**src/rtl/uart_usb_packetizer.sv**
```systemverilog
// rtl/uart_usb_packetizer.sv - UART byte FIFO that groups bytes into packets for a valid/ready USB stream
// A packet closes on length, idle timeout or FIFO full; only closed bytes are presented.
module uart_usb_packetizer #(
  parameter int DEPTH   = 16,
  parameter int MAX_PKT = 8,
  parameter int TIMEOUT = 1024
) (
  input  logic                       clk_i,
  input  logic                       rst_i,
  input  logic                       rx_valid_i,
  input  logic [7:0]                 rx_data_i,
  output logic [7:0]                 usb_data_o,
  output logic                       usb_valid_o,
  output logic                       usb_last_o,
  input  logic                       usb_ready_i,
  output logic [$clog2(DEPTH):0]     level_o,
  output logic                       overflow_o,
  input  logic                       clr_ovf_i
);
  localparam int AW = $clog2(DEPTH);
  localparam int PW = AW + 1;
  localparam int CW = $clog2(MAX_PKT + 1);
  localparam int TW = $clog2(TIMEOUT);

  typedef enum logic {S_IDLE, S_OPEN} state_t;

  logic [8:0]    mem_q [DEPTH];
  logic [PW-1:0] wr_ptr_q, rd_ptr_q, seal_ptr_q, level_q;
  logic [PW-1:0] wr_ptr_d, wr_prev, level_d;
  logic [CW-1:0] pkt_cnt_q, cnt_next;
  logic [TW-1:0] timer_q;
  logic          overflow_q;
  state_t        state_q;

  logic full, accept, drop, pop, valid, fills, seal_on_write, seal_timeout;

  assign full     = (level_q == PW'(DEPTH));
  assign accept   = rx_valid_i && !full;
  assign drop     = rx_valid_i && full;
  assign valid    = (rd_ptr_q != seal_ptr_q);
  assign pop      = valid && usb_ready_i;
  assign wr_ptr_d = wr_ptr_q + PW'(accept);
  assign wr_prev  = wr_ptr_q - PW'(1);
  assign level_d  = level_q + PW'(accept) - PW'(pop);
  assign cnt_next = (state_q == S_OPEN) ? pkt_cnt_q + CW'(1) : CW'(1);

  // "Makes the FIFO full" means full after this cycle's pop, so a concurrent pop defers the seal.
  assign fills         = (level_q == PW'(DEPTH - 1)) && !pop;
  assign seal_on_write = accept && ((cnt_next == CW'(MAX_PKT)) || fills);
  assign seal_timeout  = (state_q == S_OPEN) && !accept && (timer_q == TW'(TIMEOUT - 1));

  // Retro-marking the previous entry is safe: an open entry is never at or behind rd_ptr.
  always_ff @(posedge clk_i) begin
    if (accept) begin
      mem_q[wr_ptr_q[AW-1:0]] <= {seal_on_write, rx_data_i};
    end else if (seal_timeout) begin
      mem_q[wr_prev[AW-1:0]][8] <= 1'b1;
    end
  end

  always_ff @(posedge clk_i or negedge rst_i) begin
    if (!rst_i) begin
      wr_ptr_q   <= '0;
      rd_ptr_q   <= '0;
      seal_ptr_q <= '0;
      level_q    <= '0;
      overflow_q <= 1'b0;
      pkt_cnt_q  <= '0;
      timer_q    <= '0;
      state_q    <= S_IDLE;
    end else begin
      wr_ptr_q <= wr_ptr_d;
      level_q  <= level_d;
      if (pop) begin
        rd_ptr_q <= rd_ptr_q + PW'(1);
      end
      if (drop) begin
        overflow_q <= 1'b1;
      end else if (clr_ovf_i) begin
        overflow_q <= 1'b0;
      end
      if (seal_on_write || seal_timeout) begin
        seal_ptr_q <= wr_ptr_d;
        state_q    <= S_IDLE;
        pkt_cnt_q  <= '0;
        timer_q    <= '0;
      end else if (accept) begin
        state_q   <= S_OPEN;
        pkt_cnt_q <= cnt_next;
        timer_q   <= '0;
      end else if (state_q == S_OPEN) begin
        timer_q <= timer_q + TW'(1);
      end
    end
  end

  assign usb_valid_o = valid;
  assign usb_data_o  = valid ? mem_q[rd_ptr_q[AW-1:0]][7:0] : 8'h00;
  assign usb_last_o  = valid ? mem_q[rd_ptr_q[AW-1:0]][8] : 1'b0;
  assign level_o     = level_q;
  assign overflow_o  = overflow_q;
endmodule

```
**config.mk**
```make
export PLATFORM = sky130hd
export DESIGN_NAME = uart_usb_packetizer
export DESIGN_NICKNAME = d
export VERILOG_FILES = /design/src/rtl/uart_usb_packetizer.sv
export SDC_FILE = /design/constraint.sdc
export NUM_CORES = 1
export LEC_CHECK = 0
export ABC_AREA = 1
export CAP_MARGIN = 20
export CORE_MARGIN = 3
export CORE_UTILIZATION = 45
export DETAILED_ROUTE_END_ITERATION = 8
export PLACE_DENSITY = 0.61
export SLEW_MARGIN = 20
export SYNTH_ARGS = -nofsm -noshare
export SYNTH_HDL_FRONTEND = slang
export SYNTH_SLANG_ARGS = --single-unit
```
**constraint.sdc**
```tcl
create_clock -name clk_i -period 2.8 [get_ports clk_i]
set_clock_uncertainty 0.15 [all_clocks]
set_input_delay 0.56 -clock clk_i [delete_from_list [all_inputs] [get_ports clk_i]]
set_output_delay 0.56 -clock clk_i [all_outputs]
set_load 0.005 [all_outputs]
```
### Word level (Yosys, flattened, before mapping)

Memories as Yosys holds them, arrays and structs flattened.
Cells that the tools add are included.

* flip-flop bits (word level): 36
* RAM bits: 144
* bits of input ports: 13
* word-level logic and storage cells: 57
* memories: 1

Memories
* mem_q: depth 16, width 9, rd ports 1, clocked after memory_dff 0, wr ports 1, RTL line 27 `logic [8:0] mem_q [DEPTH];`

* $add $sub $neg: 7
* eq/ne operators: 5
* multiplexer cells: 20
* reductions and logical operators: 16

Operators with widths (count)
* 10-bit 2-to-1 mux: 3
* 4-bit 2-to-1 mux: 4
* 10-bit by 1-bit adder with 10-bit output (second input constant): 1
* 5-bit by 1-bit adder with 5-bit output: 2
* 10-bit equality test (second input constant): 1
* 1-bit 2-to-1 mux: 10
* 9-bit 2-to-1 mux: 1
* 9-bit OR reduction: 1
* 8-bit 2-to-1 mux: 1
* 1-bit logical AND: 7
* 5-bit by 1-bit adder with 5-bit output (second input constant): 1
* 5-bit by 4-bit equality test with 1-bit output (second input constant): 1
* 5-bit equality test (second input constant): 1
* 5-bit != test: 1
* 5-bit by 1-bit subtractor with 5-bit output: 1
* 4-bit by 1-bit adder with 4-bit output (second input constant): 1
* 4-bit equality test (second input constant): 1
* 2-bit nonzero test: 2
* 4-bit by 1-bit subtractor with 4-bit output (second input constant): 1
* 1-bit zero test: 3
* 3-bit nonzero test: 1
* 1-bit logical OR: 2
* 2-bit 2-to-1 mux: 1

### Longest topological paths before layout

* depth after elaboration: 11
* gate-level depth with buffers: 15
* mapped depth without buffers: 14

### Least setup slack after synthesis

OpenSTA, ideal clock, no wires.

* kind: reg2reg
* start: register level_q[2] (netlist: level_o[2])
* end: register level_q[4] (netlist: level_o[4])
* library setup time: 0.079 ns
* data arrival time: 2.232 ns
* required time: 2.571 ns
* path slack: 0.339 ns
* stages on the path, launching flop included: 16
* buffers on the path: 1
* period minus slack after synthesis: 2.461 ns
* path through: dfrtp_1 inv_1 ha_1 nand2_1 inv_2 nand2_1 nand2_2 buf_4 nand3_1 nand2_1 ha_1 fa_1 a21oi_1 nor2_1 nor2_1 xor2_1

* longest elaborated chain between the ends: 5

RTL lines
* start, declared: RTL line 28 `logic [PW-1:0] wr_ptr_q, rd_ptr_q, seal_ptr_q, level_q;`
* start signal, assigned: RTL line 73 `level_q <= level_d;`
* 5-bit equality test: RTL line 37 `assign full = (level_q == PW'(DEPTH));`
* 1-bit zero test: RTL line 38 `assign accept = rx_valid_i && !full;`
* 1-bit logical AND: RTL line 38
* 5-bit by 1-bit adder with 5-bit output (*): RTL line 44 `assign level_d = level_q + PW'(accept) - PW'(pop);`
* 5-bit by 1-bit subtractor with 5-bit output (*): RTL line 44
* net level_d[4]: RTL line 29 `logic [PW-1:0] wr_ptr_d, wr_prev, level_d;`

Mark *: on every way through the listed nets, which the timed path passes. The rest lies on a longest branch.
A chain may end at the register's enable or synchronous reset.

### Worst setup path in the final report

* start: register rd_ptr_q[1]
* end: output port usb_data_o[1]

* longest elaborated chain between the ends: 2
* elaborated cells on any way between the ends: 3
* those cells by class: eq/ne (1); mux (1); memory (1)

RTL lines
* start, declared: RTL line 28
* start signal, assigned: RTL line 75 `rd_ptr_q <= rd_ptr_q + PW'(1);`
* memory 16 x 9 bit or 5-bit != test (tied branches)
* 8-bit 2-to-1 mux (*): RTL line 98 `assign usb_data_o = valid ? mem_q[rd_ptr_q[AW-1:0]][7:0] : 8'h00;`
* end, declared: RTL line 12 `output logic [7:0] usb_data_o,`

Every way passes the cells marked *; elsewhere a longest branch is shown, timed or not.

==> out/results.ini <==
[status]
status=finished clean

[floorplanning]
start_util_pct=46.41
core_area_um2=17420
rows=48
io_pins=29
die-width_um=140.0
die_area_um2=19610
fp.dieH_um=140.0

[global_routing]
grt_max_degree=37
grt_use_total_pct=19.85
grt_first_pass_wirelength_mm=30.74
grt_antenna_before_repair=0
globalRoute.totalOverflow=0
grt_pass1_vias=5986

[critical_path]
max_stage_delay_ps=440
reg2reg_depth=14
worst-path-max-fanout=9
rr_startpoint=rd_ptr_q[0]
critPathLaunchType=register
required_ps=2090
arrival_ps=2030
worst_r2r_endpoint=level_o[4]
cp_top_family=buffers and inverters
cp_num_buf_inv=5
crit_top_cell=nand2_1
rrSetupSlack_ps=240
crit_path_top_delay_cell=dfrtp_2
critPathLaunch=rd_ptr_q[1]
path_class=reg2out
crit_path_end_kind=output pin
crit_chain=inv_2, buf_12, buf_4, o21ai_0, o22ai_1, nand2_1, nand2_1, inv_1, a21oi_1, buf_2

[cells_and_area]
fin_nets=857
multi_input_area_um2=2532
fillers=1480
areaGrowthSynthToFinish_pct=19.88
utilization_pct=55.63
register_area_um2=5228
diodes=0
layout_common_cells=edfxtp_1, nor2_1, nand2_1
stdcell_area_um2=9689
final_cells=1066
final_common_cell=edfxtp_1
drive_gt1_share_pct=17.00

[pwr]
pwr-share-comb_pct=41.7
leakage_nw=3.734
p_sw_share_pct=36.94
netSwitchingPower_w=0.003741
p_per_area_nw_per_um2=1045
intPower_w=0.006386
irDropWorstVdd_mv=0.6796
p_seq_share_pct=35.5
power.share.clock_pct=22.8

[logic_synthesis]
syn_area_um2=8083
synth_cell_type_count=34
avgSynthCellArea_um2=10.72
syn_nets=780
synthArstFlopShare_pct=20.00
synth_seq_area_share_pct=64.64
ys.flop_type=edfxtp_1
synth.ff_latch_count=180
synth-edff-count=144
syn_inst=754
ys_warn_count=0

[timing]
rsz0062_at_grt=yes
fmax_mhz=365.6
hold_viol=0
post-route-period-util_pct=97.69
slew_headroom_pct=33.87
finalSetupViolations=0
slew_violations=0
layout_min_cycle_time_ps=2735
worstMarginPinSlew_ps=988.3

[hold_path]
holdCritPathClass=in2async

[cts]
clock-root-buffer=clkbuf_16
htree_num_levels=4
clk_latency_ps=420
cts_hold_buf=0
cts_tree=done
cts_buffers=17
clk_pin_slew_ps=60
cts_buffer_depth=2
cts.sink_count=180

[detailed_routing]
viasPerCell=5.415
first_pass_iters=6
drt-wirelength-per-cell_um=17.82
routed_wl_mm=19.00
drc_errors=0
initialDrtViolationCount=443
drtAntennaViolNets=0
vias=5772

[place]
portBuffers=28
placed_cells=1019
dpl_cell_area_um2=8877
routabilityCongestion=0.8379
hpwlAfterDp_mm=12.43

[job]
max_cap_viol_count=0

[cells in the mapped netlist, types with 2 or more instances]
| cell | instances | area share, % |
|---|---|---|
| buf_6 | 2 | 0.28 |
| nand2_4 | 2 | 0.28 |
| a21oi_1 | 15 | 0.93 |
| dfrtp_1 | 36 | 11 |
| nor2_1 | 140 | 6.5 |
| clkinv_1 | 3 | 0.14 |
| nor2_2 | 10 | 0.77 |
| nand2_1 | 108 | 5.0 |
| buf_2 | 10 | 0.62 |
| edfxtp_1 | 144 | 53 |
| o21ai_0 | 77 | 4.8 |
| xor2_1 | 15 | 1.6 |
| inv_2 | 4 | 0.19 |
| nand4_1 | 6 | 0.46 |
| o22ai_1 | 24 | 1.9 |
| xnor2_1 | 4 | 0.43 |
| o211ai_1 | 9 | 0.84 |
| clkbuf_1 | 17 | 0.79 |
| inv_1 | 50 | 2.3 |
| nand3_2 | 2 | 0.25 |
| nor3_1 | 3 | 0.19 |
| nand3_1 | 28 | 1.7 |
| o221ai_1 | 9 | 0.98 |
| o21ai_1 | 7 | 0.43 |
| nand2_2 | 8 | 0.62 |
| ha_1 | 12 | 1.9 |
| nor2_4 | 2 | 0.28 |
[state kept, by name, summed over array words and instances, names as in the netlist]
name	flops
mem_q	144
timer_q	10
wr_ptr_q	5
overflow_o	1
pkt_cnt_q	4
level_o	5
seal_ptr_q	5
state_q	1
rd_ptr_q	5
[layout make-up]
cell class                      count  area share (%)
Sequential cell                   180           53.95
Multi-Input combinational cell    486           26.14
Timing Repair Buffer               89           8.975
Clock buffer                       18           4.429
Tap cell                          225           2.905
Inverter                           57           2.247
Clock inverter                     11           1.356
[per-layer routing]
| metal | vias up | global-route usage (%) | wire (µm) |
|---|---|---|---|
| met5 | - | 0 | 0 |
| met4 | 0 | 4.793 | 210 |
| met1 | 2840 | 25.95 | 8392 |
| li1 | 2754 | - | - |
| met2 | 158 | 33.83 | 9454 |
| met3 | 20 | 4.609 | 936 |
[power by group through the flow]
stage | clock, W | combinational [W] | sequential (W)
final | 0.00231 | 0.00422 | 0.00360
after global routing | 0.00244 | 0.00466 | 0.00365
after CTS | 0.00233 | 0.00419 | 0.00359
after detailed placement | 0 | 0.00381 | 0.00364
after global placement | 0 | 0.00369 | 0.00363
after floorplan | 0 | 0.00236 | 0.00357
[cells by family (layout without fill, tap and decap cells)]
| family | Yosys count | in the layout | share of synthesized area [%] |
|---|---|---|---|
| buffers and inverters | 88 | 175 | 4.489 |
| xor gates and xnor gates | 19 | 19 | 2.059 |
| AOI/OAI and AO/OA | 142 | 142 | 9.892 |
| DFF | 180 | 180 | 64.64 |
| and+or+nand+nor | 312 | 312 | 16.81 |
| adders and majority gates | 13 | 13 | 2.105 |
[how the worst max path moves through the flow]
stage / to / slack, ps / cells past startpoint
CTS: usb_data_o[5] / 0.2 / 10
finish: usb_data_o[1] / 60 / 10
detailed placement: mem_q[6][4] / 20 / 5
global placement: usb_last_o / 60 / 9
global route: usb_data_o[0] / -10 / 9
floorplan: level_o[4] / 340 / 15
[per-stage QoR]
step                setup slack, ps  hold WS [ps]  total power (W)  setup TNS [ps]
floorplan                     338.7         114.4         0.005923               0
global placement              55.30         313.8         0.007323               0
detailed placement            17.72         313.5         0.007452               0
CTS                          0.1508         97.76          0.01011               0
global route                 -10.23         124.4          0.01076          -10.23
finish                        64.76         82.28          0.01013               0
[repair_timing]
action	4_1_cts	5_1_grt
gates resized for setup	47	15
endpoints found under the setup margin	9	11
pin swaps	9	9
buffers inserted	13	0
cloned	4	1
(Power assumes the default switching activity.)
